--- config.mk ---
export PLATFORM = sky130hd
export DESIGN_NAME = piezo_sched
export DESIGN_NICKNAME = d
export VERILOG_FILES = /design/src/rtl/piezo_sched.sv
export SDC_FILE = /design/constraint.sdc
export NUM_CORES = 1
export LEC_CHECK = 0
export BUFFER_PORTS_ARGS = -buffer_cell sky130_fd_sc_hd__buf_2
export CORE_MARGIN = 1
export CORE_UTILIZATION = 62
export CTS_BUF_LIST = sky130_fd_sc_hd__clkbuf_4 sky130_fd_sc_hd__clkbuf_8
export CTS_CLUSTER_SIZE = 25
export DETAILED_ROUTE_END_ITERATION = 8
export GPL_ROUTABILITY_DRIVEN = 1
export PLACE_DENSITY = 0.94
export SYNTH_ARGS = -nofsm -noshare
export SYNTH_HDL_FRONTEND = slang
export SYNTH_SLANG_ARGS = --single-unit
--- constraint.sdc ---
create_clock -name clk -period 3.8 [get_ports clk]
set_clock_uncertainty 0.1 [all_clocks]
set_input_delay 0.38 -clock clk [delete_from_list [all_inputs] [get_ports clk]]
set_output_delay 0.38 -clock clk [all_outputs]
set_load 0.05 [all_outputs]
--- src/rtl/piezo_sched.sv ---
// Piezo alert scheduler: arbitrates three alert requests and sequences note/gap
// timing for an external tone generator. All outputs are registered.
module piezo_sched #(
  parameter bit          fast_sim   = 1'b0,
  parameter int unsigned fast_shift = 6   // duration divisor exponent applied when fast_sim=1
) (
  input  logic        clk,
  input  logic        rst_n,
  input  logic        too_fast,
  input  logic        batt_low,
  input  logic        en_steer,
  output logic        tone_en,
  output logic [14:0] half_per,
  output logic        note_start,
  output logic [1:0]  active_src
);

  localparam int unsigned SH = fast_sim ? fast_shift : 0;

  localparam logic [27:0] ND_LAST = 28'((32'd1 << (23 - SH)) - 32'd1);
  localparam logic [27:0] GB_LAST = 28'((32'd1 << (25 - SH)) - 32'd1);
  localparam logic [27:0] GS_LAST = 28'((32'd1 << (27 - SH)) - 32'd1);

  localparam logic [14:0] G6 = 15'd15944;
  localparam logic [14:0] C7 = 15'd11945;
  localparam logic [14:0] E7 = 15'd9480;

  localparam logic [1:0] SRC_NONE  = 2'b00;
  localparam logic [1:0] SRC_STEER = 2'b01;
  localparam logic [1:0] SRC_BATT  = 2'b10;
  localparam logic [1:0] SRC_FAST  = 2'b11;

  typedef enum logic [1:0] {S_IDLE, S_NOTE, S_GAP} state_t;

  state_t      state_q, state_d;
  logic [1:0]  src_q, src_d;
  logic [1:0]  idx_q, idx_d;
  logic [27:0] cnt_q, cnt_d;
  logic        tone_en_q, tone_en_d;
  logic [14:0] half_per_q, half_per_d;
  logic        note_start_q, note_start_d;
  logic [1:0]  active_src_q, active_src_d;

  logic [2:0]  req;
  logic [1:0]  hi, pend, launch_src;
  logic        held, launch;
  logic [27:0] gap_last;

  // req bit order: [2]=too_fast, [1]=batt_low, [0]=en_steer
  function automatic logic [1:0] top_src(input logic [2:0] r);
    if (r[2])      return SRC_FAST;
    else if (r[1]) return SRC_BATT;
    else if (r[0]) return SRC_STEER;
    else           return SRC_NONE;
  endfunction

  function automatic logic [2:0] src_bit(input logic [1:0] s);
    case (s)
      SRC_STEER: return 3'b001;
      SRC_BATT:  return 3'b010;
      SRC_FAST:  return 3'b100;
      default:   return 3'b000;
    endcase
  endfunction

  function automatic logic [14:0] note_hp(input logic [1:0] s, input logic [1:0] i);
    case ({s, i})
      {SRC_FAST,  2'd0}: return G6;
      {SRC_FAST,  2'd1}: return C7;
      {SRC_FAST,  2'd2}: return E7;
      {SRC_BATT,  2'd0}: return E7;
      {SRC_BATT,  2'd1}: return C7;
      {SRC_BATT,  2'd2}: return G6;
      {SRC_STEER, 2'd0}: return G6;
      default:           return 15'd0;
    endcase
  endfunction

  always_comb begin
    req        = {too_fast, batt_low, en_steer};
    hi         = top_src(req);
    held       = |(req & src_bit(src_q));
    pend       = top_src(req & ~src_bit(src_q));
    gap_last   = (src_q == SRC_BATT) ? GB_LAST : GS_LAST;
    state_d    = state_q;
    src_d      = src_q;
    idx_d      = idx_q;
    cnt_d      = cnt_q + 28'd1;
    note_start_d = 1'b0;
    launch     = 1'b0;
    launch_src = SRC_NONE;

    case (state_q)
      S_IDLE: begin
        cnt_d = '0;
        if (hi != SRC_NONE) begin
          launch     = 1'b1;
          launch_src = hi;
        end
      end
      S_NOTE: begin
        if (hi > src_q) begin
          launch     = 1'b1;
          launch_src = hi;
        end else if (cnt_q == ND_LAST) begin
          cnt_d = '0;
          if (held && src_q == SRC_FAST) begin
            idx_d        = (idx_q == 2'd2) ? 2'd0 : idx_q + 2'd1;
            note_start_d = 1'b1;
          end else if (held && src_q == SRC_BATT && idx_q != 2'd2) begin
            idx_d        = idx_q + 2'd1;
            note_start_d = 1'b1;
          end else if (held) begin
            state_d = S_GAP;
            idx_d   = '0;
          end else if (hi != SRC_NONE) begin
            // active request gone: skip the gap and hand over directly
            launch     = 1'b1;
            launch_src = hi;
          end else begin
            state_d = S_IDLE;
            src_d   = SRC_NONE;
            idx_d   = '0;
          end
        end
      end
      S_GAP: begin
        // the gap counts as sequence end, so any other request wins here
        if (pend != SRC_NONE) begin
          launch     = 1'b1;
          launch_src = pend;
        end else if (!held) begin
          state_d = S_IDLE;
          src_d   = SRC_NONE;
          idx_d   = '0;
          cnt_d   = '0;
        end else if (cnt_q == gap_last) begin
          state_d      = S_NOTE;
          idx_d        = '0;
          cnt_d        = '0;
          note_start_d = 1'b1;
        end
      end
      default: begin
        state_d = S_IDLE;
        src_d   = SRC_NONE;
        idx_d   = '0;
        cnt_d   = '0;
      end
    endcase

    if (launch) begin
      state_d      = S_NOTE;
      src_d        = launch_src;
      idx_d        = '0;
      cnt_d        = '0;
      note_start_d = 1'b1;
    end

    tone_en_d    = (state_d == S_NOTE);
    half_per_d   = tone_en_d ? note_hp(src_d, idx_d) : '0;
    active_src_d = src_d;
  end

  always_ff @(posedge clk or negedge rst_n) begin
    if (!rst_n) begin
      state_q      <= S_IDLE;
      src_q        <= SRC_NONE;
      idx_q        <= '0;
      cnt_q        <= '0;
      tone_en_q    <= 1'b0;
      half_per_q   <= '0;
      note_start_q <= 1'b0;
      active_src_q <= SRC_NONE;
    end else begin
      state_q      <= state_d;
      src_q        <= src_d;
      idx_q        <= idx_d;
      cnt_q        <= cnt_d;
      tone_en_q    <= tone_en_d;
      half_per_q   <= half_per_d;
      note_start_q <= note_start_d;
      active_src_q <= active_src_d;
    end
  end

  assign tone_en    = tone_en_q;
  assign half_per   = half_per_q;
  assign note_start = note_start_q;
  assign active_src = active_src_q;

endmodule

-- Yosys cells after proc, flatten, opt, wreduce, memory -nomap -nowiden
Index checks and enable logic that the tools add are counted.
- bits in registers: 51
- output and inout bits: 19
- add/subtract/negate cells: 2
- order comparisons: 1
- eq/ne operators: 17
- mux-type cells: 75
- bitwise operators: 3
- reductions and logical operators: 10
- operators with widths (kind ; number):
    $mux W28 ; 6
    $mux W2 ; 41
    $pmux W28 S2 ; 1
    $pmux W14 S3 ; 1
    $add A28 B1 Y28 const B ; 1
    $eq A28 B23 Y1 const B ; 1
    $eq A28 B27 Y1 ; 1
    $mux W27 ; 1
    $eq A4 B4 Y1 const B ; 6
    $pmux W2 S3 ; 4
    $mux W1 ; 17
    $mux W15 ; 1
    $pmux W3 S3 ; 1
    $eq A2 B2 Y1 const B ; 4
    $and A3 B3 Y3 ; 2
    $eq A2 B1 Y1 const B ; 3
    $reduce_or A3 Y1 ; 2
    $eq A4 B3 Y1 const B ; 1
    $reduce_bool A2 Y1 ; 2
    $reduce_or A2 Y1 ; 2
    $logic_and A1 B1 Y1 ; 3
    $not A3 Y3 ; 1
    $pmux W1 S3 ; 1
    $add A2 B1 Y2 const B ; 1
    4 further kinds ; 4

-- Longest topological paths before layout
- depth in word-level cells: 16
- mapped depth: 12
- mapped depth without buffers: 11

-- Least setup slack after synthesis
OpenSTA, ideal clock, no wires.
- path kind: register to register
- from: reg, netlist name active_src[1]
- to: reg half_per_q[11], in the netlist half_per[11]
- library setup time: 0.121 ns
- arrival: 2.958 ns
- data required time: 3.579 ns
- setup slack: 0.621 ns
- stages on the path, launching flop included: 12
- buffers on the path: 1
- cells stage by stage: dfrtp_1 > inv_1 > ha_1 > nor2b_1 > o21ai_0 > nand2_1 > o21ai_0 > nand2_1 > o31a_1 > buf_4 > and4_1 > a22o_1
- RTL lines (what ; RTL line ; text):
    end signal, assigned ; 181 ; half_per_q <= half_per_d;
    end, declared ; 40 ; logic [14:0] half_per_q, half_per_d;

-- Worst setup path after layout
- from: reg cnt_q[0]
- to: reg half_per_q[10], in the netlist half_per[10]
- RTL lines (what ; RTL line ; text):
    start, declared ; 38 ; logic [27:0] cnt_q, cnt_d;
    start signal, assigned ; 179 ; cnt_q <= cnt_d;
    $eq A28 B23 Y1 (*) ; 105 ; end else if (cnt_q == ND_LAST) begin
    $mux W2 / $mux W1 (equally long branches) ; 105 ;
    $mux W2 / $mux W1 (equally long branches) ; 102 ; if (hi > src_q) begin
    $pmux W2 S3 / $pmux W1 S3 (equally long branches) ; 93 ; case (state_q)
    $mux W2 (*) ; 152 ; if (launch) begin
    via active_src_d[1] ; 42 ; logic [1:0] active_src_q, active_src_d;
    $eq A4 B3 Y1 / $eq A4 B4 Y1 (equally long branches) ; 67 ; case ({s, i})
    $reduce_or A3 Y1 (no line) / $reduce_or A2 Y1 (equally long branches) ; n/a ;
    $pmux W14 S3 (*) ; 67 ;
    $mux W15 (*) ; 161 ; half_per_d = tone_en_d ? note_hp(src_d, idx_d) : '0;
    via half_per_d[10] ; 40 ;
Mark *: on every way through the listed nets, which the timed path passes. The rest lies on a longest branch.

==> impl_results.md <==
- Reg area: around 0.0010 mm2
- CORE AREA: between 0.004 and 0.005 mm2
- Post-synth EDFFs: 0
- M1 wire length: 2390 um
- Synthesized flop and latch total: a little over 40
- Multi-input gate area in the final layout: around 0.0015 mm2
- Crit Path Class: flop to flop
- Post-Syn Area: 0.00264 mm2
- Cell taking the most area after synthesis: dfrtp_1
- Final critical-path required period: between 3 and 4 ns
- DIE HEIGHT: 67.3 um
- Slew Limit Fails: 0
- Average wire per standard cell: ~16 um
- Worst r2r src: cnt_q[0]
- Initial antenna violation count: 0
- Synth top cells by count: nor2_1, dfrtp_1, nand2_1
- Diode count: 0
- Critical Path End Type: flop
- Top routing layer used: met4
- Hold Fails Final Rpt: 0
- Root Driver: clkbuf_8
- Synth warnings: 0
- Largest net degree at the start of global routing: 42
- WL met3: 231 um
- Fill cells: ~300
- CTS buffer count: 5
- Die area: ~0.0045 mm2
- Post-synth cell types: 59
- Worst Max-Slew Pin Slew: 0.878 ns
- Area grow syn2layout: 6.91%
- Worst-skew pair later-pin latency: roughly 0.30 ns
- Pwr Total: between 1.5 and 2 mW
- Crit Path Max Fanout: 5
- Setup TNS: 0 ns
- First-pass GRT wire length: around 8600 um
- Mapped Cells: 285
- H-Tree Depth: 2
- Ranking of synthesized cells by area: dfrtp_1, nor2_1, ha_1
- Vias in the first global route: 1896
- Slew headroom: between 40% and 50%
- Placed cell area: roughly 0.0027 mm2
- Fmax: roughly 320 MHz
- Reg clk slew, reported paths: around 0.080 ns
- Mean Syn Cell Area: a little over 9 um2
- Finished Cell Area: about 0.0028 mm2
- Fin crit share: between 80% and 90%
- Critical path launch point type: flop
- Global route overflow: 0
- PortBufs: 19
- Drt first pass iters: 4
- Row Count: 23
- PD cells: 653 mW/mm2
- Most frequent cell after synthesis: nor2_1
- Via count: between 2000 and 2500
- # IOs: 24
- Sw frac: 46.9%
- Final WL: 5410 um
- RSZ-0062 raised after global routing: no
- Max Cap Violations: 0
- Iter 0 DRT Violations: between 150 and 200
- Number of setup violations in the final report: 0
- Final setup margin: 0.629 ns
- Clock Sinks: 41
- Bufs on Longest Clock Path: 2
- Initial Utilization: about two thirds
- Post_cts resized: 0
- Share of the synthesized area in the top cell type: a little under 40%
- Non-filler instance count after layout: 349
- Post-synth ARST share: 100%
- Sequential element share of the synthesized area: between 30 and 40%
- DP Wirelength: between 3000 and 4000 um
- Routed vias/inst: about 6.0
- TritonCTS clock tree: yes
- Required @ worst endpoint: 3.89 ns
- Number of nets in the layout: about 310
- Post-CTS Setup Inserts: 0
- Switch Pwr: a little under 0.9 mW
- DR WL met2: roughly 2700 um
- Worst vdd ir: 0.294 mV
- Gr usage total: 26.1%
- GP Congestion: ~0.93
- Leakage: 1.24 nW
- Antenna Nets Post-Route: 0
- Combinational share of power: about half
- Status: finished, final reports clean
- CP Data Arrival Time: 3.26 ns
- CP startpoint: cnt_q[0]
- Share of power burned in registers: between 20 and 30%
- Chip width: approximately 67 um
- Worst min path class: input port to async pin
- Pint: approximately 0.98 mW
- Hold WS: 0.0796 ns
- Hold buffers post-CTS: 0
- Final Util: 69.7%
- DR DRC count: 0
- Place WS: around 0.46 ns
- Share of cells above drive strength 1: approximately 14%
- Placed Cells: approximately 340
- Synth Flop Type: dfrtp_1
- Clock power frac: between 20% and 30%
[layout make-up]
class / count / share of cell area (%)
Timing Repair Buffer: 20 / 3.63
Tap cell: 50 / 2.21
Sequential cell: 41 / 36.3
Clock inverter: 1 / 1.06
Inverter: 13 / 1.73
Clock buffer: 7 / 3.19
Multi-Input combinational cell: 217 / 51.9
[worst paths after layout]
check                                     to  slack (ns)  cells after the start
worst max-delay path            half_per[10]        0.63                      9
worst min-delay path            half_per[11]        0.08                      1
worst max register to register  half_per[10]        0.63                      9
worst min register to register      cnt_q[0]        0.40                      1
max in group asynchronous          cnt_q[18]        2.95                      1
min in group clk                    cnt_q[0]        0.40                      1
[state kept, by name, indices dropped and copies added, names as in the netlist]
name        cells
active_src      2
cnt_q          28
half_per        5
idx_q           2
note_start      1
state_q         2
tone_en         1
[power by group through the flow]
| stage | sequential [mW] | clock, mW | combinational (mW) |
|---|---|---|---|
| after floorplan | 0.673 | 0 | 0.621 |
| after global placement | 0.544 | 0 | 0.899 |
| after detailed placement | 0.546 | 0 | 0.915 |
| after CTS | 0.538 | 0.376 | 0.922 |
| after global routing | 0.547 | 0.390 | 1.01 |
| final | 0.538 | 0.370 | 0.936 |
[logic make-up (layout without fill, tap and decap cells)]
kind of cell,count (synthesis),count (layout),synth area share [%]
AO/OA/AOI/OAI,46,46,13.8
flip-flops,41,41,38.8
multiplexers,3,3,1.14
buffers and inverters,30,41,6.15
adder cells (fa/ha/maj),11,11,5.11
AND/OR/NAND/NOR,127,127,26.3
XOR/XNOR,26,26,8.61
other,1,4,0.142
[placed cells by master, fill, tap and decap left out, types with 3 or more instances in the layout]
| cell type | Yosys | final |
|---|---|---|
| nor2_1 | 42 | 42 |
| dfrtp_1 | 41 | 41 |
| buf_2 | 4 | 19 |
| nand2_1 | 17 | 17 |
| xnor2_1 | 14 | 14 |
| inv_1 | 13 | 13 |
| nand3_1 | 13 | 13 |
| xor2_1 | 12 | 12 |
| nor3_1 | 10 | 10 |
| ha_1 | 10 | 10 |
| nand4_1 | 7 | 7 |
| o21ai_0 | 7 | 7 |
| and3_1 | 6 | 6 |
| clkbuf_8 | 0 | 6 |
| a21oi_1 | 5 | 5 |
| o21a_1 | 5 | 5 |
| and4_1 | 4 | 4 |
| and2_1 | 4 | 4 |
| conb_1 | 1 | 4 |
| mux2i_1 | 3 | 3 |
| o211ai_1 | 3 | 3 |
| or3_1 | 3 | 3 |
| nor2b_1 | 3 | 3 |
| a31oi_1 | 3 | 3 |
[worst max-delay path, cell delays in order, from the launching register on]
cell and delay [ns]:
dfrtp_1 0.39, ha_1 0.22, nand3_2 0.17, or3_1 0.48
o41ai_2 0.50, a221oi_1 0.19, a32oi_1 0.36, nor2_1 0.16
o21ba_2 0.24, o221a_2 0.26
[layer usage]
| metal | global-route usage (%) | up-vias |
|---|---|---|
| met2 | 42.0 | 67 |
| li1 | - | 1022 |
| met1 | 33.5 | 992 |
| met3 | 5.57 | 15 |
| met5 | 0 | - |
| met4 | 12.0 | 0 |
No activity file was read; power rests on OpenSTA's default activity.
